`src/rtl/load_store_unit_pkg.sv`:
```
// pkg_defines: opcode, state and access-size types plus opcode decoding for the load/store unit
package pkg_defines;
  typedef enum logic [3:0] {OP_NONE, LB, LBU, LH, LHU, LW, SB, SH, SW} instr_name_e;
  typedef enum logic [1:0] {IDLE, LOAD_WAIT, STORE_WAIT} lsu_state_e;
  typedef enum logic [1:0] {BYTE, HALF, WORD} lsu_size_e;
  typedef struct packed {
    logic      mem;
    logic      store;
    logic      sgn;
    lsu_size_e size;
  } lsu_op_t;
  function automatic lsu_op_t decode_op(input instr_name_e op);
    lsu_op_t d;
    d.mem   = op inside {LB, LBU, LH, LHU, LW, SB, SH, SW};
    d.store = op inside {SB, SH, SW};
    d.sgn   = op inside {LB, LH};
    d.size  = op inside {LB, LBU, SB} ? BYTE : op inside {LH, LHU, SH} ? HALF : WORD;
    return d;
  endfunction
  function automatic logic is_aligned(input lsu_size_e s, input logic [1:0] off);
    return s == BYTE || (s == HALF && !off[0]) || off == 2'b00;
  endfunction
endpackage

```
`src/rtl/lsu_lane_align.sv`:
```
// lsu_lane_align: byte enables, store lane shift and load extraction/extension
module lsu_lane_align
  import pkg_defines::*;
(
  input  lsu_size_e   i_size,
  input  logic        i_signed,
  input  logic [1:0]  i_offset,
  input  logic [31:0] i_store_data,
  input  logic [31:0] i_rdata,
  output logic [3:0]  o_byte_en,
  output logic [31:0] o_wdata,
  output logic [31:0] o_load_data
);
  logic [31:0] shifted;
  // lanes move by whole bytes; loads shift the word down then extend from the access width
  always_comb begin
    o_byte_en   = (i_size == BYTE ? 4'b0001 : i_size == HALF ? 4'b0011 : 4'b1111) << i_offset;
    o_wdata     = i_store_data << {i_offset, 3'b000};
    shifted     = i_rdata >> {i_offset, 3'b000};
    o_load_data = i_size == BYTE ? {{24{i_signed & shifted[7]}}, shifted[7:0]} :
                  i_size == HALF ? {{16{i_signed & shifted[15]}}, shifted[15:0]} : shifted;
  end
endmodule

```
`src/rtl/load_store_unit.sv`:
```
// load_store_unit: one-at-a-time load/store execution with flush and timeout; LSU_MISALIGN_TRAP_EN traps misaligned accesses
module load_store_unit
  import pkg_defines::*;
#(
  parameter int TAG_WIDTH = 6,
  parameter int TIMEOUT   = 255
) (
  input  logic                 i_clock,
  input  logic                 i_reset,
  input  logic                 i_valid,
  output logic                 o_accept,
  input  instr_name_e          i_instr_name,
  input  logic [31:0]          i_base,
  input  logic [31:0]          i_store_data,
  input  logic [31:0]          i_immediate,
  input  logic [TAG_WIDTH-1:0] i_tag,
  input  logic                 i_flush,
  output logic [31:0]          o_cache_address,
  output logic                 o_cache_read,
  output logic                 o_cache_write,
  output logic [31:0]          o_cache_wdata,
  output logic [3:0]           o_cache_byte_en,
  output logic [TAG_WIDTH-1:0] o_cache_tag,
  input  logic [31:0]          i_cache_rdata,
  input  logic                 i_cache_hit,
  input  logic                 i_cache_ready,
  output logic                 o_valid,
  output logic [31:0]          o_result,
  output logic [31:0]          o_store_address,
  output logic [TAG_WIDTH-1:0] o_result_tag,
  output logic                 o_fault
);
  localparam int CW = TIMEOUT > 1 ? $clog2(TIMEOUT) : 1;
  lsu_state_e           state_q, state_d;
  lsu_op_t              op_q, op_d, dec;
  logic [31:0]          ea_q, ea_d, data_q, data_d, ea_raw, ea_fix;
  logic [TAG_WIDTH-1:0] tag_q, tag_d, result_tag_q, result_tag_d;
  logic [CW-1:0]        cnt_q, cnt_d;
  logic                 valid_q, valid_d, fault_q, fault_d;
  logic [31:0]          result_q, result_d, store_addr_q, store_addr_d;
  logic [3:0]           byte_en;
  logic [31:0]          wdata, load_data;
  logic                 take, waiting, response, timed_out, misalign;
  assign dec       = decode_op(i_instr_name);
  assign ea_raw    = i_base + i_immediate;
`ifdef LSU_MISALIGN_TRAP_EN
  assign ea_fix    = ea_raw;
  assign misalign  = !is_aligned(dec.size, ea_raw[1:0]);
`else
  assign ea_fix    = dec.size == HALF ? {ea_raw[31:1], 1'b0} : dec.size == WORD ? {ea_raw[31:2], 2'b00} : ea_raw;
  assign misalign  = 1'b0;
`endif
  assign o_accept  = state_q == IDLE && !i_flush;
  assign take      = i_valid && o_accept && dec.mem;
  assign waiting   = state_q != IDLE;
  assign response  = state_q == LOAD_WAIT ? i_cache_hit : state_q == STORE_WAIT && i_cache_ready;
  assign timed_out = TIMEOUT != 0 && cnt_q == CW'(TIMEOUT - 1);
  lsu_lane_align u_align (
    .i_size       (op_q.size),
    .i_signed     (op_q.sgn),
    .i_offset     (ea_q[1:0]),
    .i_store_data (data_q),
    .i_rdata      (i_cache_rdata),
    .o_byte_en    (byte_en),
    .o_wdata      (wdata),
    .o_load_data  (load_data)
  );
  assign o_cache_read    = state_q == LOAD_WAIT;
  assign o_cache_write   = state_q == STORE_WAIT;
  assign o_cache_address = {ea_q[31:2], 2'b00};
  assign o_cache_byte_en = waiting ? byte_en : 4'b0000;
  assign o_cache_wdata   = o_cache_write ? wdata : 32'd0;
  assign o_cache_tag     = tag_q;
  assign o_valid         = valid_q;
  assign o_fault         = fault_q;
  assign o_result        = result_q;
  assign o_store_address = store_addr_q;
  assign o_result_tag    = result_tag_q;
  // accept, wait for the matching response, and retire on response, timeout, trap or flush
  always_comb begin
    state_d      = state_q;
    op_d         = op_q;
    ea_d         = ea_q;
    data_d       = data_q;
    tag_d        = tag_q;
    cnt_d        = cnt_q;
    valid_d      = 1'b0;
    fault_d      = 1'b0;
    result_d     = result_q;
    store_addr_d = store_addr_q;
    result_tag_d = result_tag_q;
    if (take) begin
      op_d   = dec;
      ea_d   = ea_fix;
      data_d = i_store_data;
      tag_d  = i_tag;
      cnt_d  = '0;
      if (misalign) begin
        valid_d      = 1'b1;
        fault_d      = 1'b1;
        result_d     = ea_raw;
        store_addr_d = 32'd0;
        result_tag_d = i_tag;
      end else begin
        state_d = dec.store ? STORE_WAIT : LOAD_WAIT;
      end
    end else if (waiting) begin
      if (i_flush) begin
        state_d = IDLE;
      end else if (response) begin
        state_d      = IDLE;
        valid_d      = 1'b1;
        result_d     = op_q.store ? data_q : load_data;
        store_addr_d = op_q.store ? ea_q : 32'd0;
        result_tag_d = tag_q;
      end else if (timed_out) begin
        state_d      = IDLE;
        valid_d      = 1'b1;
        fault_d      = 1'b1;
        result_d     = 32'd0;
        store_addr_d = 32'd0;
        result_tag_d = tag_q;
      end else begin
        cnt_d = cnt_q + 1'b1;
      end
    end
  end
  // state and output registers
  always_ff @(posedge i_clock or posedge i_reset) begin
    if (i_reset) begin
      state_q      <= IDLE;
      op_q         <= '0;
      ea_q         <= '0;
      data_q       <= '0;
      tag_q        <= '0;
      cnt_q        <= '0;
      valid_q      <= 1'b0;
      fault_q      <= 1'b0;
      result_q     <= '0;
      store_addr_q <= '0;
      result_tag_q <= '0;
    end else begin
      state_q      <= state_d;
      op_q         <= op_d;
      ea_q         <= ea_d;
      data_q       <= data_d;
      tag_q        <= tag_d;
      cnt_q        <= cnt_d;
      valid_q      <= valid_d;
      fault_q      <= fault_d;
      result_q     <= result_d;
      store_addr_q <= store_addr_d;
      result_tag_q <= result_tag_d;
    end
  end
endmodule
```
`config.mk`:
```
export PLATFORM = sky130hd
export DESIGN_NAME = load_store_unit
export DESIGN_NICKNAME = d
export VERILOG_FILES = /design/src/rtl/load_store_unit_pkg.sv /design/src/rtl/lsu_lane_align.sv /design/src/rtl/load_store_unit.sv
export SDC_FILE = /design/constraint.sdc
export NUM_CORES = 1
export LEC_CHECK = 0
export ABC_AREA = 1
export BUFFER_PORTS_ARGS = -buffer_cell sky130_fd_sc_hd__buf_2
export CAP_MARGIN = 20
export CORE_MARGIN = 3
export CORE_UTILIZATION = 57
export DETAILED_ROUTE_END_ITERATION = 7
export PLACE_DENSITY = 0.84
export SYNTH_ARGS = -nofsm -noshare
export SYNTH_HDL_FRONTEND = slang
export SYNTH_SLANG_ARGS = --single-unit
```
`constraint.sdc`:
```
create_clock -name i_clock -period 17.1 [get_ports i_clock]
set_input_delay 5.13 -clock i_clock [delete_from_list [all_inputs] [get_ports i_clock]]
set_output_delay 5.13 -clock i_clock [all_outputs]
set_load 0.02 [all_outputs]
```
[After elaboration in Yosys (flattened, before gate mapping)]
Index checks and enable logic that the tools add are counted.
Word-level totals
  memories: 0
  word-level logic and storage cells: 96
  bits in latches: 0
  output and inout bits: 149
  memory bits (read-only): 0
  register bits: 156
  RAM bits: 0
Operators by class
  reduce and logical (&&, ||, !) cells: 19
  divide/modulo/power cells: 0
  $mul: 0
  bitwise logic cells: 4
  $lt $le $gt $ge: 0
  add/subtract/negate cells: 2
  shift operators: 3
  equal/unequal tests: 17
  mux-type cells: 38
Operators with widths (number)
  $mux 32: 8
  $mux 8: 5
  $add 32x32->32: 1
  $shl 32x5->32: 1
  $shr 32x5->32: 1
  $mux 2: 10
  $eq 4x3->1 const B: 4
  $mux 4: 3
  $mux 6: 2
  $mux 1: 10
  $reduce_bool 3->1: 3
  $add 8x1->8 const B: 1
  $eq 4x2->1 const B: 2
  $eq 8x8->1 const B: 1
  $reduce_and 4->1: 2
  $reduce_bool 2->1: 4
  $reduce_bool 8->1: 1
  $eq 2x1->1 const B: 3
  $eq 2x2->1 const B: 2
  $eq 4x1->1 const B: 1
  $eq 4x4->1 const B: 1
  $logic_and 1x1->1: 4
  $logic_not 2->1: 2
  $ne 2x2->1 const B: 2
  other kinds (7): 9

[Longest topological paths before layout]
Gate-level depths: netlist of run 1.
  depth after elaboration: 7
  mapped depth: 14

[Hierarchy]
From an unflattened synthesis of run 1, not the netlist that was laid out.
Unflattened totals
  cell total of the unflattened synthesis: 1587
  area total of the unflattened synthesis: 10779.1 um^2
By module, submodules not included
  load_store_unit: times used 1, cells an instance 1320, area each 9355.2 um^2
  lsu_lane_align: times used 1, cells an instance 267, area each 1423.9 um^2

[Worst setup path after synthesis of run 1]
No wires, ideal clock.
  path kind: input port to output port
  from: input i_flush
  to: output o_accept
  cell stages on the path: 1
  path slack: 6.604 ns
  required time: 11.970 ns
  arrival: 5.366 ns
  path buffers: 0
  path through: nor2_2
On the way
  word-level cells in the longest chain between the ends: 2
Ends and longest elaborated chain
  from (decl): RTL line load_store_unit.sv:17  | input logic i_flush,
  $logic_not 1->1: RTL line load_store_unit.sv:53  | assign o_accept = state_q == IDLE && !i_flush;
  $logic_and 1x1->1: RTL line load_store_unit.sv:53
  to (decl): RTL line load_store_unit.sv:11  | output logic o_accept,
No other way between the ends.

[Worst setup path in the final report of run 1]
Ends and elaborated chain as after synthesis.

==> impl_metrics.toml, run 1 <==
[setup_path]
crit_type = "in -> out"
required_ns = 11.97
start_kind = "input port"
crit_fanout = 3
r2r_setup_slack_ns = 14.02
crit_arrival_ns = 5.56
end_kind = "output pin"

[timing]
worstMarginPinSlew_ns = 1.05
whs_ns = 0.483
finalHoldViolations = 0
finalCritPeriodShare_pct = 62.5
fin_crit_ns = 10.69
relSlewSlack_pct = 29.8
slew_violations = 0
finalSetupTns_ns = 0
skew_ns = 0.0132
setup_viol = 0
fin_ws_ns = 6.41
rsz0062_at_grt = "false"
fmax_mhz = 93.5

[cts]
htreeDepth = 4
ctsHoldBuffers = 0
post_cts_buffers = 0
cts_buffers = 17
clk_pin_slew_ns = 0.07
cts_tree = "done"
clock-sinks = 156
clockRootBuffer = "clkbuf_16"
clk-insertion-delay-late_ns = 0.44
cts_buffer_depth = 2
cts-resized-gates = 0

[global_routing]
antenna_found_initial = 0
grt_start_max_net_pins = 92
grt_pass1_vias = 9404
grt_overflow_total = 0
grt_pass1_wl_um = 48300
grt_use_total_pct = 32.9

[place]
routabilityCongestion = 0.927
io_buffers = 290
dp_cells = 1830
dp_hpwl_um = 23100
place_ws_ns = 6.41

[power_and_ir_drop]
power.internal_uw = 824
p_sw_share_pct = 41.1
p_leak_nw = 6.83
clock_power_share_pct = 27.1
seqPwrFrac_pct = 38.2
total_power_mw = 1.40
cellPowerDensity_mw_per_mm2 = 119
vdd_drop_max_mv = 0.0752
pwr-share-comb_pct = 34.7
p_sw_uw = 574

[die]
start_util_pct = 58.8
coreArea_mm2 = 0.0168
dieArea_mm2 = 0.0189
core.rowCount = 47
die_w_um = 137
ios = 293
die_h_um = 137

[final_layout]
areaGrowthSynthToFinish_pct = 19.1
stdcell_count = 1862
fillCellCount = 1423
drive_gt1_share_pct = 21.9
nets = 1807

[yosys]
synthArstFlopShare_pct = 100
yosys.cell_types.count = 48
syn_inst = 1397
yosysWarnings = 0
ys_seq_area_share_pct = 39.6
yosysTopAreaCell = "dfrtp_1"
syn_area_mm2 = 0.00985
synth_edf_count = 0
synth_area_per_cell_um2 = 7.05
ys.flop_type = "dfrtp_1"
netlist_top_cells_area = "dfrtp_1, nand2_1, inv_1, nand3_1, ha_1"
synth-seq-cells = 156
yosysTopAreaCellShare_pct = 39.6

[drt]
drc_errors = 0
wire_per_inst_um = 16.8
drt_wl_total_um = 31300
vias = 10200
detail_route.vias_per_cell = 5.48
ant_nets = 0
detail_route.iter0.violations = 887
drt_first_pass_iters = 5

[outcome]
status = "completed"

[job]
drv_cap = 0

[min_path]
hold_path_class = "reg -> reg"
-- layer usage --
metal	wire length [µm]	track usage, %	vias to the layer above
met5	0	0	-
met4	1510	16.7	0
met3	2430	5.41	85
met2	15000	54.0	525
met1	12400	42.0	4679
li1	-	-	4923
-- final timing paths --
check | start | to | cells after the start
worst max register to register | ea_q[0] | o_result[16] | 7
max in group asynchronous | i_reset | ea_q[0] | 3
min in group asynchronous | i_reset | o_result[0] | 2
worst min register to register | o_result_tag[1] | o_result_tag[1] | 2
worst max-delay path | i_flush | o_accept | 3
worst min-delay path | o_result_tag[1] | o_result_tag[1] | 2
-- synthesized netlist by cell type (6+ instances only) --
cell type	n
a21oi_1	31
o32ai_1	15
clkbuf_1	23
nand3_1	86
nor3_1	8
o211ai_1	9
a22o_1	12
dfrtp_1	156
or2_2	12
o221ai_1	9
buf_1	7
inv_1	160
buf_4	37
o21ai_1	25
ha_1	33
nor2_1	103
inv_2	6
a22oi_1	23
nand2_1	507
o21ai_0	66
buf_2	15
-- state kept, by name, indices dropped and copies added, names as in the netlist --
| register | flops |
|---|---|
| o_result | 32 |
| data_q | 32 |
| o_valid | 1 |
| o_store_address | 32 |
| o_fault | 1 |
| state_q | 2 |
| o_result_tag | 6 |
| cnt_q | 8 |
| o_cache_tag | 6 |
| ea_q | 32 |
| op_q | 4 |
-- critical path, stage by stage --
cell and delay (ns):
buf_2 0.12, nor2_2 0.13, buf_2 0.18
-- kinds of logic after synthesis --
kind of cell	count (synthesis)	synth area share, %
DFF	156	39.6
buffers and inverters	252	11.3
adders and majority gates	34	4.39
and+or+nand+nor	737	30.4
muxes	5	0.508
xor gates and xnor gates	7	0.622
AOI/OAI and AO/OA	205	13.2
other	1	0.0381
-- cell usage in the layout (no fill, tap or decap), types with 3 or more instances in the layout --
cell type   instances
nor2_1            103
buf_4               5
o221ai_1            9
inv_2               6
nor3_1              8
nand2_1           506
a32o_1              3
nand4_1             4
o21ai_0            66
nand3_1            86
inv_1             159
clkinvlp_4          3
mux2i_1             5
a22o_1             12
a21oi_1            31
o21bai_1            3
nand3b_1            5
o211ai_1            9
or2_2              12
ha_1               33
a22oi_1            23
buf_2             290
clkbuf_16          17
dfrtp_1           155
inv_8               5
o21ai_1            25
nor2_2              4
inv_6               4
xnor2_1             5
o32ai_1            15
-- power groups by stage --
stage | clock network [mW] | logic, mW | registers, mW
6_report | 0.379 | 0.485 | 0.535
3_5_place_dp | 0 | 0.479 | 0.536
3_3_place_gp | 0 | 0.469 | 0.536
5_1_grt | 0.398 | 0.536 | 0.543
2_1_floorplan | 0 | 0.296 | 0.571
4_1_cts | 0.381 | 0.483 | 0.532
-- metrics by stage --
stage | util [%] | instance area (µm²)
after global routing | 70.0 | 11700
after global placement | 66.5 | 11200
final | 70.0 | 11700
after floorplan | - | 9860
after CTS | 70.0 | 11700
after detailed placement | 66.5 | 11200
-- cell type report --
type	count	area [µm²]	share of cell area (%)
clock inverter	14	153	1.30
tap	220	275	2.35
multi-input combinational	990	4840	41.3
clock buffer	17	425	3.63
timing repair buffer	295	1490	12.7
sequential	156	3910	33.3
inverter	169	641	5.46
antenna	1	2.50	0.0213
Note: power is estimated with default switching activity, not from simulation.
==> run 2, diff against run 1 <==
Settings changed: ABC_AREA 1 to 0, CORE_UTILIZATION 57 to 47, PLACE_DENSITY 0.84 to 0.75.
Clock period 17.1 ns to 8.55 ns, I/O delays scaled along.
==> run 2 against run 1 <==
Core utilization shrank 12 points. Final area down 6.2%. Highest routed layer is now met5. Largest cell class unchanged. Global-route usage decreased by 7.0 points. Clock skew shrank 0.0021 ns.
==> impl_metrics.toml, run 2 <==
[setup_path]
required_ns = 5.99
crit_type = "in -> out"
crit_start = "i_flush"
r2r_setup_slack_ns = 5.27
end_kind = "output pin"
worst_path_max_delay_cell = "nor3_1"
slowest_delay_ns = 0.37
regToRegStartpoint = "state_q[0]"
crit_arrival_ns = 3.34
r2r_cells = 8
path_common_cell = "buf_2"
crit_chain = "buf_2 -> nor3_1 -> buf_2"
crit_end = "o_accept"
crit_fanout = 7
start_kind = "input port"
r2r-end = "o_result[20]"

[final_layout]
stdcell_count = 1496
areaGrowthSynthToFinish_pct = 21.2
nets = 1402
fillCellCount = 1698
final_cell_mix = "buf_2, nand2_1, dfrtp_1"
drive_gt1_share_pct = 29.0
antennaDiodeCount = 0
final_common_cell = "buf_2"

[place]
dp_hpwl_um = 20600
io_buffers = 290
dp_cells = 1465
routabilityCongestion = 0.946
place_ws_ns = 2.66

[timing]
fin_ws_ns = 2.65
whs_ns = 0.487
slew_violations = 0
relSlewSlack_pct = 34.0
fin_crit_ns = 5.90
setup_viol = 0
skew_ns = 0.0111
finalSetupTns_ns = 0
finalCritPeriodShare_pct = 69.0
fmax_mhz = 169
rsz0062_at_grt = "false"
worstMarginPinSlew_ns = 0.990
finalHoldViolations = 0

[yosys]
synth_common_cells = "nand2_1, dfrtp_1, nor2_1, o21ai_0, a21oi_1"
synth_area_per_cell_um2 = 9.09
yosysMostFrequentCell = "nand2_1"
syn_area_mm2 = 0.00908
yosysTopAreaCell = "dfrtp_1"
syn_inst = 999
ys_seq_area_share_pct = 43.0
netlist_top_cells_area = "dfrtp_1, nand2_1, ha_1, o21ai_0, a211oi_1"
yosys.cell_types.count = 72
yosysTopAreaCellShare_pct = 43.0
synthArstFlopShare_pct = 100
ys.flop_type = "dfrtp_1"
yosysWarnings = 0
synth-seq-cells = 156
synth_edf_count = 0

[cts]
cts_tree = "done"
post_cts_buffers = 0
cts_buffer_depth = 2
clk_pin_slew_ns = 0.06
cts_buffers = 17
ctsHoldBuffers = 0
cts-resized-gates = 0
clock-sinks = 156
clockRootBuffer = "clkbuf_16"
htreeDepth = 4
clk-insertion-delay-late_ns = 0.41

[power_and_ir_drop]
p_leak_nw = 5.54
clock_power_share_pct = 26.4
power.internal_mw = 1.73
p_sw_share_pct = 38.4
cellPowerDensity_mw_per_mm2 = 255
seqPwrFrac_pct = 40.2
p_sw_mw = 1.08
vdd_drop_max_mv = 0.132
total_power_mw = 2.80
pwr-share-comb_pct = 33.4

[global_routing]
grt_pass1_vias = 8100
grt_start_max_net_pins = 109
grt_overflow_total = 0
grt_pass1_wl_um = 44000
antenna_found_initial = 1
grt_use_total_pct = 25.8

[drt]
vias = 8326
wire_per_inst_um = 18.4
drc_errors = 0
detail_route.vias_per_cell = 5.57
detail_route.iter0.violations = 446
drt_wl_total_um = 27600
drt_first_pass_iters = 5
ant_nets = 0

[outcome]
status = "completed"

[die]
die_h_um = 145
ios = 293
die_w_um = 145
dieArea_mm2 = 0.0210
start_util_pct = 48.2
core.rowCount = 50
coreArea_mm2 = 0.0188

[min_path]
hold_path_class = "reg -> reg"

[job]
drv_cap = 0
## run 2: changes by cell type in the layout (fill, tap and decap cells not counted), moves of 20 or more
cell and delta:
nand2_1 -334, inv_1 -138, nand3_1 -79, a211oi_1 +44, nor2_1 -34, mux2i_1 +28, nor2b_1 +22, a22o_1 +20
## run 2: how the worst min path moves through the flow
stage,start,endpoint,slack [ns],cells past startpoint
final,o_store_address[31],o_store_address[31],0.49,2
after detailed placement,o_store_address[31],o_store_address[31],0.47,2
after floorplan,data_q[30],data_q[30],0.46,2
after CTS,o_store_address[31],o_store_address[31],0.49,2
after global placement,o_store_address[31],o_store_address[31],0.46,2
after global routing,o_store_address[10],o_store_address[10],0.51,1
## run 2: through the flow
step	instance area (µm²)	util, %
after global routing	11000	58.4
after detailed placement	10400	55.4
after floorplan	9080	-
final	11000	58.4
after global placement	10400	55.4
after CTS	11000	58.4
## run 2: cells by family after synthesis
logic type | after synthesis | share of synthesized area (%)
buffers and inverters | 115 | 6.45
DFF | 156 | 43.0
xor gates and xnor gates | 31 | 2.99
adders and majority gates | 34 | 4.77
AOI/OAI and AO/OA | 287 | 21.9
muxes | 40 | 4.51
other | 1 | 0.0413
and+or+nand+nor | 335 | 16.3
## run 2: routing by layer
metal | track usage (%) | wire length (µm) | vias up
li1 | - | - | 3961
met1 | 32.6 | 10900 | 3936
met2 | 43.4 | 13500 | 385
met3 | 6.43 | 2460 | 42
met4 | 9.22 | 794 | 2
met5 | 0 | 9 | -
## run 2: layout make-up
cell class | count | area, µm² | share of cell area (%)
Clock inverter | 13 | 140 | 1.27
Inverter | 23 | 91.3 | 0.830
Tap cell | 260 | 325 | 2.96
Clock buffer | 18 | 429 | 3.90
Sequential cell | 156 | 3910 | 35.5
Timing Repair Buffer | 297 | 1500 | 13.7
Multi-Input combinational cell | 729 | 4610 | 41.9
## run 2: worst max-delay path: cells and delay by family
kind	cells	cell delay (ns)
buf+inv	2	0.40
simple gates	1	0.37
## run 2: power groups by stage
stage / combinational, mW / clock (mW) / sequential (mW)
2_1_floorplan: 0.587 / 0 / 1.19
3_3_place_gp: 0.921 / 0 / 1.13
3_5_place_dp: 0.938 / 0 / 1.14
4_1_cts: 0.940 / 0.755 / 1.12
5_1_grt: 1.03 / 0.792 / 1.15
6_report: 0.936 / 0.740 / 1.13
